<file path="src/rtl/b_channel.sv">
// b_channel: in-order pending-write table for the AXI write-response path, with
// write completion pulses, full/empty throttling, read-after-write hazard detection and a sticky error flag.
module b_channel #(
  parameter int          DEPTH  = 4,
  parameter logic [3:0]  WR_ID  = 4'd1,
  parameter int          ADDR_W = 32
) (
  input  logic              clk,
  input  logic              reset,
  input  logic              aw_fire,
  input  logic [ADDR_W-1:0] aw_addr,
  input  logic [3:0]        bid,
  input  logic [1:0]        bresp,
  input  logic              bvalid,
  output logic              bready,
  output logic              wr_data_ok,
  output logic              wr_full,
  output logic              wr_empty,
  input  logic [ADDR_W-1:0] rd_check_addr,
  output logic              raw_hazard,
  output logic              bus_err
);
  localparam int PW = $clog2(DEPTH);
  logic [ADDR_W-3:0] addr_q [DEPTH];
  logic [DEPTH-1:0]  vld_q, vld_d;
  logic [PW-1:0]     wr_ptr_q, rd_ptr_q;
  logic [PW:0]       cnt_q;
  logic              ok_q, err_q;
  logic              b_fire, push, drop, b_bad, hz;
  assign bready     = cnt_q != '0;
  assign wr_empty   = ~bready;
  assign wr_full    = cnt_q == (PW+1)'(DEPTH);
  assign b_fire     = bvalid & bready;
  // a pop in the same cycle frees the slot a full-table push needs
  assign push       = aw_fire & (~wr_full | b_fire);
  assign drop       = aw_fire & ~push;
  assign b_bad      = b_fire & ((bresp != 2'b00) | (bid != WR_ID));
  assign wr_data_ok = ok_q;
  assign bus_err    = err_q;
  assign raw_hazard = hz;
  always_comb begin
    vld_d = vld_q;
    if (b_fire) vld_d[rd_ptr_q] = 1'b0;
    if (push) vld_d[wr_ptr_q] = 1'b1;
  end
  always_comb begin
    hz = aw_fire & (aw_addr[ADDR_W-1:2] == rd_check_addr[ADDR_W-1:2]);
    for (int i = 0; i < DEPTH; i++)
      hz = hz | (vld_q[i] & (addr_q[i] == rd_check_addr[ADDR_W-1:2]));
  end
  always_ff @(posedge clk) begin
    if (reset) begin
      vld_q    <= '0;
      wr_ptr_q <= '0;
      rd_ptr_q <= '0;
      cnt_q    <= '0;
      ok_q     <= 1'b0;
      err_q    <= 1'b0;
    end else begin
      vld_q    <= vld_d;
      wr_ptr_q <= wr_ptr_q + PW'(push);
      rd_ptr_q <= rd_ptr_q + PW'(b_fire);
      cnt_q    <= cnt_q + (PW+1)'(push) - (PW+1)'(b_fire);
      ok_q     <= b_fire;
      err_q    <= err_q | drop | b_bad;
    end
  end
  always_ff @(posedge clk)
    if (push) addr_q[wr_ptr_q] <= aw_addr[ADDR_W-1:2];
endmodule

</file>
<file path="config.mk">
export PLATFORM = sky130hd
export DESIGN_NAME = b_channel
export DESIGN_NICKNAME = d
export VERILOG_FILES = /design/src/rtl/b_channel.sv
export SDC_FILE = /design/constraint.sdc
export NUM_CORES = 1
export LEC_CHECK = 0
export BUFFER_PORTS_ARGS = -buffer_cell sky130_fd_sc_hd__buf_2
export CAP_MARGIN = 20
export CORE_MARGIN = 2
export CORE_UTILIZATION = 30
export CTS_BUF_LIST = sky130_fd_sc_hd__clkbuf_8
export CTS_CLUSTER_DIAMETER = 150
export DETAILED_ROUTE_END_ITERATION = 10
export RECOVER_POWER = 50
export SYNTH_ARGS = -nofsm -noshare
export SYNTH_HDL_FRONTEND = slang
export SYNTH_SLANG_ARGS = --single-unit
</file>
<file path="constraint.sdc">
create_clock -name clk -period 6 [get_ports clk]
set_input_delay 1.5 -clock clk [delete_from_list [all_inputs] [get_ports clk]]
set_output_delay 1.5 -clock clk [all_outputs]
set_load 0.03 [all_outputs]
</file>
# Yosys cells after proc, flatten, opt, wreduce, memory -nomap -nowiden
# Memory sizes are Yosys's and may differ from the RTL's.
# Index checks and enable logic that the tools add are counted.
[classes]
n_reduce_logical = 4
n_eq_ne = 7
bitwise_logic = 23
n_lt_le_gt_ge = 4
n_addsub = 4
mux = 8
[op_table]
columns = ["cell", "count"]
rows = [
  ["$eq A30 B30 Y1", 5],
  ["$and A1 B1 Y1", 9],
  ["$mux W4", 2],
  ["$or A1 B1 Y1", 8],
  ["$lt A2 B3 Y1 const B", 2],
  ["$add A2 B1 Y2", 2],
  ["$and A4 B4 Y4", 1],
  ["$demux W1 S2", 2],
  ["$ge A2 B1 Y1 const B", 2],
  ["$mux W1", 4],
  ["$ne A4 B1 Y1 const B", 1],
  ["$not A4 Y4", 1],
  ["$or A4 B4 Y4", 1],
  ["$add A3 B1 Y3", 1],
  ["$eq A3 B3 Y1 const B", 1],
  ["$not A1 Y1", 3],
  ["$reduce_bool A3 Y1", 1],
  ["$sub A3 B1 Y3", 1],
  ["$logic_and A1 B1 Y1", 2],
  ["$reduce_bool A2 Y1", 1],
]
[totals]
inputBits = 74
mem_count = 1
ff_bits = 13
ramBits = 120
wordCells = 57
output_inout_bits = 6
[memory_table]
columns = ["memory", "depth", "width", "rd", "rd_ports_with_merged_regs", "wr", "line", "rtl"]
rows = [
  ["addr_q", 4, 30, 4, 0, 1, "24", "logic [ADDR_W-3:0] addr_q [DEPTH];"],
]

# Logic depth before layout (Yosys ltp)
# Gate-level depths: netlist (run 1).
[logic_depth]
word_depth = 9
mapped_depth = 10
mapped_depth_nobuf = 10

# Worst setup path before layout (run 1)
# No wires, ideal clock.
[synth_timing]
kind = "input to register"
startpoint = "in bvalid"
endpoint = "mem addr_q[0][0] (netlist name), enable pin"
setup_ps = 457
stages = 3
t_required_ps = 5543
n_path_buf = 0
setup_slack_ps = 1735
arrival_ps = 3808
cell_sequence = "nor4b_2 > nand2b_4 > nor3_1"
[synth_via]
elab_chain_len = 5
[synth_rtl]
columns = ["element", "line", "rtl"]
rows = [
  ["start: declaration", "14", "input logic bvalid,"],
  ["$and A1 B1 Y1", "33", "assign b_fire = bvalid & bready;"],
  ["$or A1 B1 Y1", "35", "assign push = aw_fire & (~wr_full | b_fire);"],
  ["$and A1 B1 Y1", "35", ""],
  ["$mux W1", "69", "if (push) addr_q[wr_ptr_q] <= aw_addr[ADDR_W-1:2];"],
  ["$mux W1 (implied by the code)", "69", ""],
  ["end: declaration", "24", ""],
]
# Every way passes these cells.

# Final worst setup path (run 1)
[layout_timing]
startpoint = "in aw_addr[21]"
endpoint = "out raw_hazard"
[layout_via]
elab_chain_len = 6
[layout_rtl]
columns = ["element", "line", "rtl"]
rows = [
  ["start: declaration", "11", "input logic [ADDR_W-1:0] aw_addr,"],
  ["$eq A30 B30 Y1", "47", "hz = aw_fire & (aw_addr[ADDR_W-1:2] == rd_check_addr[ADDR_W-1:2]);"],
  ["$and A1 B1 Y1", "47", ""],
  ["$or A1 B1 Y1 (4 in a row)", "49", "hz = hz | (vld_q[i] & (addr_q[i] == rd_check_addr[ADDR_W-1:2]));"],
  ["end: declaration", "20", "output logic raw_hazard,"],
]
# Every way passes these cells.

==> run metrics, run 1 <==
Reg-to-Reg Start cnt_q[1]; critical setup path kind in -> out; top cells by area, synth edfxtp_1 (60%), xnor2_1 (18%), xor2_1 (5.0%); Core Util, Final 35.1%; post-route ant nets 0; htree depth 4; Worst Max-Slew Pin Slew 2.07 ns; r2r endpoint addr_q[0][7]; gr ovfl total 0; clk_lat worst skew 0.44 ns; total chip power 0.00219 W; number of global-route vias before repair 3594; die width 145 µm; Placer Congestion 0.819; CTS resizes 0; drt wl/cell 18.0 µm; period utilisation layout 75.7%; Fillers 1982; CTS buffer count 17; CP max FO 5; global-route wire length before repair 21300 µm; Distinct cells, synth 33; Multi-input gate area 1940 µm²; number of max-slew violations in the final report 32; dominant cell type by area after synthesis edfxtp_1; power per standard cell area 319 nW/µm²; DRC 0; synthesized area per cell 14.4 µm²; leakage power 2.17 nW; aggregate routed wire length 13700 µm; HP Class reg -> reg; Critical Path RT 4.50 ns; vias per inst 4.51; Die Area 21200 µm²; crit path DAT 3.04 ns; failing checks max-capacitance violations, max-slew violations; Worst R2R Path Depth 4; clk_skew 0.00877 ns; FF/Latch Area 3860 µm²; I/O Buffers 75; flop2flop setup slack 3.20 ns; starting density of the core 30.7%; via count 3433; met1 wire length 6010 µm; setup TNS 0 ns; Final #Nets 562; HPWL after DPL 10200 µm; CTS tree built; Final Hold Fails 0; met2 wire length 6510 µm; Seq/Total Area, Yosys 64.4%; # rows 51; Setup crit start kind input pin; Clock Tree Root clkbuf_8; peak supply drop 0.199 mV; gr usage total 13.6%; Setup crit end raw_hazard; # IOs 80; Period minus WS final 4.54 ns; die height 145 µm; Synth Instances 418; DR top layer met5; initial antenna violation count 1; RSZ-0062 raised after global routing false; Synth top area share 60.0%; Finish-stage setup viols 0; outcome complete, but fails checks; pin count of the biggest net entering global routing 32; hold-fix buffer count after cts 0; share of cells above drive strength 1 15.3%; Routed met3 length 917 µm; clock-pin slew on the worst setup and hold paths 0.07 ns; Core ar. 19500 µm²; Yosys reg bits 133; clk sink count 133; area grow syn2layout 14.1%; syn_nets 496; clock tree buffer depth 2; Max-Cap Viols 1; Setup crit start aw_addr[21]; yosys warns 0; Netlist Area Pre-Place 6000 µm²; DRT iter0 DRCs 287; Setup Fix Bufs, Post-CTS 0; Setup crit end kind output port; fmax 220 MHz; Rel. slew slack -37.8%; 1st-pass router iterations 4; diode count 0
cell usage in the layout (no fill, tap or decap), types with 5 or more instances in the layout:
cell,count
nor4_1,16
nand2_1,6
dfxtp_1,13
xor2_1,34
inv_1,8
nor2_1,11
buf_2,43
clkbuf_1,33
edfxtp_1,120
nand4_1,33
clkinv_2,5
xnor2_1,120
clkbuf_8,17
critical path: stages:
cell      delay, ns
clkbuf_1       0.15
xnor2_1        0.32
nand4_1        0.17
nor4_1         0.36
nand4_1        0.14
nand4_1        0.17
buf_2          0.23
area by class of cell:
class,instances,share of cell area (%)
tap,265,4.84
timing repair buffer,78,5.17
clock buffer,17,3.41
clock inverter,15,1.46
sequential,133,56.4
inverter,6,0.347
multi-input combinational,248,28.4
routing by layer:
metal / vias to the layer above / GRT usage, %
met4: 2 / 5.49
met3: 19 / 4.55
met1: 1680 / 17.4
met5: - / 0
met2: 122 / 21.2
li1: 1610 / -
registers in the layout, summed over array words and instances, names as in the netlist:
register    flops
cnt_q           3
bus_err         1
wr_data_ok      1
rd_ptr_q        2
addr_q        120
wr_ptr_q        2
vld_q           4
kinds of logic (layout without fill, tap and decap cells):
kind of cell / after synthesis / after routing / synth area share [%]
fa+ha+maj: 4 / 4 / 0.959
xor+xnor: 154 / 154 / 22.5
compound gates: 9 / 9 / 0.959
buf+inv: 37 / 116 / 2.98
simple gates: 81 / 81 / 8.27
flops: 133 / 133 / 64.4
synthesized netlist by cell type, drive strengths merged:
cell type  instances
xnor2            120
nor2b              3
a21oi              4
clkbuf             1
nand2              6
and3               1
a221oi             1
nor4              16
buf               30
edfxtp           120
inv                6
nor2              11
or3                2
nand2b             1
nand4             33
a21o               1
dfxtp             13
ha                 3
nand3              3
nor4b              2
nor3               1
o21ai              2
fa                 1
or2                1
xor2              34
nor3b              1
a22oi              1
power by group:
part | internal [W] | total, W | switching, W
clock | 0.000313 | 0.000644 | 0.000331
combinational | 0.000150 | 0.000385 | 0.000235
sequential | 0.00111 | 0.00116 | 0.0000467
worst min path at each step:
stage              from        to  slack (ns)  cells after the start
6_report        bus_err   bus_err        0.49                      2
5_1_grt         bus_err   bus_err        0.51                      2
4_1_cts         bus_err   bus_err        0.49                      2
3_5_place_dp    bus_err   bus_err        0.47                      2
3_3_place_gp    bus_err   bus_err        0.46                      2
2_1_floorplan  vld_q[0]  vld_q[0]        0.46                      2
per-stage QoR:
stage	cells	setup WS [ns]	hold WS [ns]	area, µm²
3_5_place_dp	730	1.51	0.469	6580
2_1_floorplan	418	1.73	0.456	6000
4_1_cts	762	1.51	0.495	6920
5_1_grt	762	1.38	0.506	6850
6_report	762	1.46	0.488	6850
3_3_place_gp	730	1.54	0.463	6580
No activity file was read; power rests on OpenSTA's default activity.
==> inputs of run 2 (changes only) <==
==> constraint.sdc (replaced) <==
create_clock -name clk -period 4.2 [get_ports clk]
set_input_delay 1.05 -clock clk [delete_from_list [all_inputs] [get_ports clk]]
set_output_delay 1.05 -clock clk [all_outputs]
set_load 0.03 [all_outputs]
==> run metrics, run 2 (same netlist as run 1, synthesis figures left out) <==
failing checks max-capacitance violations, max-slew violations; total chip power 0.00334 W; initial antenna violation count 1; Setup crit start kind input pin; share of cells above drive strength 1 15.9%; # rows 51; HP Class reg -> reg; Core ar. 19500 µm²; flop2flop setup slack 1.40 ns; gr ovfl total 0; # IOs 80; Setup Fix Bufs, Post-CTS 0; clock-pin slew on the worst setup and hold paths 0.08 ns; period utilisation layout 85.3%; critical path's slowest cell nor4_1; Placer Congestion 0.799; Hold Crit Endpoint bus_err; DRT iter0 DRCs 186; setup TNS 0 ns; Worst R2R Path Depth 4; DRC 0; Rel. slew slack -37.5%; Setup crit start rd_check_addr[2]; gr usage total 13.6%; Worst Max-Slew Pin Slew 2.06 ns; CTS tree built; commonest cells after routing, fill and taps aside xnor2_1 (120), edfxtp_1 (120), buf_2 (45), xor2_1 (34), nand4_1 (33); Critical Path RT 3.15 ns; I/O Buffers 75; leakage power 2.20 nW; pin count of the biggest net entering global routing 32; top flop regs addr_q: 120 flops, vld_q: 4 flops, cnt_q: 3 flops; Setup crit end kind output port; Clock Tree Root clkbuf_8; Placed Instances 730; aggregate routed wire length 13900 µm; clk_lat worst skew 0.45 ns; post-route ant nets 0; CP cell instances buf_2 -> xnor2_1 -> nand4_1 -> nor4_1 -> nand4_1 -> nand4_1 -> buf_2; Fillers 1977; Most common cell on crit path nand4_1; die height 145 µm; die width 145 µm; diode count 0; number of max-slew violations in the final report 32; clk sink count 133; CP max FO 5; max reg flops 120; Max-Cap Viols 1; number of global-route vias before repair 3701; area grow syn2layout 15.5%; Final Hold Fails 0; Reg-to-Reg Start cnt_q[1]; post-route insts no fill 762; Hold Crit Start bus_err; clk_skew 0.00983 ns; Die Area 21200 µm²; global-route wire length before repair 21400 µm; hold-fix buffer count after cts 0; Max stage delay on crit path 0.34 ns; Period minus WS final 3.58 ns; power per standard cell area 482 nW/µm²; HPWL after DPL 10300 µm; vias per inst 4.41; via count 3364; CTS resizes 0; outcome complete, but fails checks; crit path DAT 2.53 ns; clock tree buffer depth 2; post-route design area 6930 µm²; drt wl/cell 18.2 µm; critical setup path kind in -> out; largest register by flop count addr_q; fmax 279 MHz; CTS buffer count 17; peak supply drop 0.349 mV; dpl cell area 6580 µm²; WHS Path Cells 2; htree depth 4; RSZ-0062 raised after global routing false; 1st-pass router iterations 5; Finish-stage setup viols 0; Final #Nets 562; r2r endpoint addr_q[0][14]; starting density of the core 30.7%
## run 2: changes by cell type in the layout (fill, tap and decap cells not counted), sizes merged
cell	change
clkinv	-3
inv	+1
clkbuf	-2
buf	+2
clkinvlp	-1
bufinv	+3
## run 2: worst max-delay path by stage
stage / to / slack, ns / depth (start not counted)
after floorplan: addr_q[0][0] / 0.38 / 3
after global placement: raw_hazard / 0.64 / 7
after detailed placement: raw_hazard / 0.61 / 7
after CTS: raw_hazard / 0.60 / 7
after global routing: raw_hazard / 0.46 / 7
final: raw_hazard / 0.62 / 7
## run 2: layout make-up
| class | count | area, µm² | area share (%) |
|---|---|---|---|
| Timing Repair Buffer | 78 | 357 | 5.14 |
| Clock inverter | 15 | 185 | 2.67 |
| Multi-Input combinational cell | 248 | 1940 | 28.0 |
| Sequential cell | 133 | 3860 | 55.7 |
| Tap cell | 265 | 332 | 4.78 |
| Clock buffer | 17 | 234 | 3.37 |
| Inverter | 6 | 23.8 | 0.343 |
## run 2: stage by stage
| step | util (%) | setup slack (ns) | hold slack, ns |
|---|---|---|---|
| 2_1_floorplan | - | 0.385 | 0.456 |
| 3_3_place_gp | 33.7 | 0.643 | 0.462 |
| 3_5_place_dp | 33.7 | 0.614 | 0.477 |
| 4_1_cts | 35.9 | 0.598 | 0.507 |
| 5_1_grt | 35.5 | 0.459 | 0.547 |
| 6_report | 35.5 | 0.620 | 0.504 |
## run 2: worst max-delay path: cells and delay by family
kind,cells,cell delay [ns]
xor+xnor,1,0.25
simple gates,4,0.86
buf+inv,2,0.38
## run 2: metal layers
metal / GRT usage [%] / wire [µm]
met2: 21.8 / 6680
met4: 3.92 / 177
met5: 0 / 12
met3: 4.95 / 870
met1: 17.4 / 6140
## run 2: report_power, final
group	switching, W	total, W	internal [W]	leakage (nW)
clock	0.000497	0.00114	0.000640	0.208
sequential	0.0000688	0.00166	0.00159	1.21
combinational	0.000338	0.000546	0.000208	0.787
==> inputs of run 3 (changes only) <==
--- a/config.mk
+++ b/config.mk
@@ -5,6 +5,7 @@
 export SDC_FILE = /design/constraint.sdc
 export NUM_CORES = 1
 export LEC_CHECK = 0
+export ABC_AREA = 1
 export BUFFER_PORTS_ARGS = -buffer_cell sky130_fd_sc_hd__buf_2
 export CAP_MARGIN = 20
 export CORE_MARGIN = 2
==> run metrics, run 3 <==
largest register by flop count addr_q; Placed Instances 1128; commonest cells after routing, fill and taps aside nand2_1 (288), inv_1 (121), edfxtp_1 (120), nor2_1 (93), o21ai_0 (53); Period minus WS final 3.51 ns; Final Hold Fails 0; CTS resizes 0; share of cells above drive strength 1 9.89%; yosys warns 0; Distinct cells, synth 27; DRT iter0 DRCs 420; Critical Path RT 3.15 ns; 1st-pass router iterations 5; setup TNS 0 ns; period utilisation layout 83.5%; drt wl/cell 16.0 µm; Synth top area share 54.4%; number of global-route vias before repair 5047; power per standard cell area 439 nW/µm²; initial antenna violation count 0; Fillers 2263; htree depth 4; area grow syn2layout 17.7%; hold-fix buffer count after cts 0; vias per inst 4.47; diode count 0; post-route insts no fill 1160; max reg flops 120; Setup crit start kind input pin; HPWL after DPL 14300 µm; Netlist Area Pre-Place 6630 µm²; Core ar. 21800 µm²; synthesized area per cell 8.58 µm²; clk_skew 0.00821 ns; peak supply drop 0.202 mV; CTS buffer count 17; Main synth FF type edfxtp_1; Synth Instances 772; starting density of the core 30.5%; Setup Fix Bufs, Post-CTS 0; gr ovfl total 0; global-route wire length before repair 28500 µm; Rel. slew slack 61.0%; clk sink count 133; dominant cell type by area after synthesis edfxtp_1; Placer Congestion 0.937; post-route ant nets 0; top post-synthesis cells by count nand2_1 (288), edfxtp_1 (120), inv_1 (119), nor2_1 (93), o21ai_0 (53); critical setup path kind in -> out; Min Hold Slack 0.479 ns; number of max-slew violations in the final report 0; syn_nets 850; clk_lat worst skew 0.46 ns; top cells by area, synth edfxtp_1 (54%), nand2_1 (16%), inv_1 (6.7%); via count 5182; count leader, synth nand2_1; Seq/Total Area, Yosys 58.3%; pin count of the biggest net entering global routing 32; outcome finished clean; I/O Buffers 75; # IOs 80; RSZ-0062 raised after global routing false; Finish-stage setup viols 0; Yosys reg bits 133; Worst Max-Slew Pin Slew 0.586 ns; aggregate routed wire length 18600 µm; top flop regs addr_q: 120 flops, vld_q: 4 flops, cnt_q: 3 flops; Max-Cap Viols 0; FF/Latch Area 3860 µm²; die width 153 µm; clock tree buffer depth 2; Setup crit end kind output port; ys async rst share 0%; EDFF count, synth 120; DRC 0; fmax 285 MHz; clock-pin slew on the worst setup and hold paths 0.08 ns; HP Class reg -> reg; gr usage total 16.4%; Die Area 23300 µm²; CP max FO 7; Clock Tree Root clkbuf_8; Multi-input gate area 2290 µm²; CTS tree built; Final #Nets 945; # rows 54; die height 153 µm; most common cell after layout, fill and taps aside nand2_1; crit path DAT 2.46 ns; leakage power 3.38 nW
==> run 3: final cells by class <==
| type | instances | area share [%] |
|---|---|---|
| clock buffer | 17 | 3.00 |
| tap | 280 | 4.49 |
| multi-input combinational | 512 | 29.4 |
| inverter | 121 | 5.83 |
| sequential | 133 | 49.6 |
| timing repair buffer | 82 | 4.96 |
| clock inverter | 15 | 2.73 |
==> run 3: logic make-up after synthesis <==
logic type | Yosys count | share of synthesized area, %
AO/OA/AOI/OAI | 67 | 5.27
AND/OR/NAND/NOR | 407 | 23.8
buffers and inverters | 127 | 7.29
flip-flops | 133 | 58.3
XOR/XNOR | 34 | 4.49
adder cells (fa/ha/maj) | 4 | 0.869
==> run 3: where the power goes <==
part | switching [W] | leakage (nW) | internal [W]
Clock | 0.000516 | 0.222 | 0.000699
Sequential | 0.0000656 | 1.21 | 0.00158
Combinational | 0.000386 | 1.95 | 0.000177
Total | 0.000968 | 3.38 | 0.00245
==> run 3: routing by layer <==
metal  global-route usage [%]  routed length (µm)  vias to the layer above
met3                     4.58                1270                       26
met2                     26.3                8520                      143
met5                        0                   0                        -
met4                     5.78                 439                        0
met1                     21.4                8350                     2397
li1                         -                   -                     2616
==> run 3: worst paths after layout <==
| kind | startpoint | end | slack (ns) | cells after the start |
|---|---|---|---|---|
| hold reg to reg | vld_q[3] | vld_q[3] | 0.48 | 2 |
| hold / removal | vld_q[3] | vld_q[3] | 0.48 | 2 |
| setup / recovery | rd_check_addr[11] | raw_hazard | 0.69 | 11 |
| setup reg to reg | cnt_q[1] | cnt_q[2] | 2.02 | 9 |
==> run 3: worst max-delay path, cell delays in order <==
cell and delay, ns:
buf_2 0.13, inv_1 0.17, o21ai_0 0.19, nor2_1 0.19, nand2_1 0.07, nor2_1 0.10
nand2_1 0.06, nor2_1 0.08, nor2_1 0.05, nand3_1 0.13, buf_2 0.23
==> run 3: stage by stage <==
step                power [W]  worst slack, ns  utilization, %  cell area (µm²)
finish                0.00342            0.691            35.8             7790
global route          0.00357            0.512            35.8             7790
CTS                   0.00345            0.698            36.0             7840
detailed placement    0.00224            0.702            34.0             7390
global placement      0.00223            0.711            34.0             7390
floorplan             0.00202            0.370               -             6630
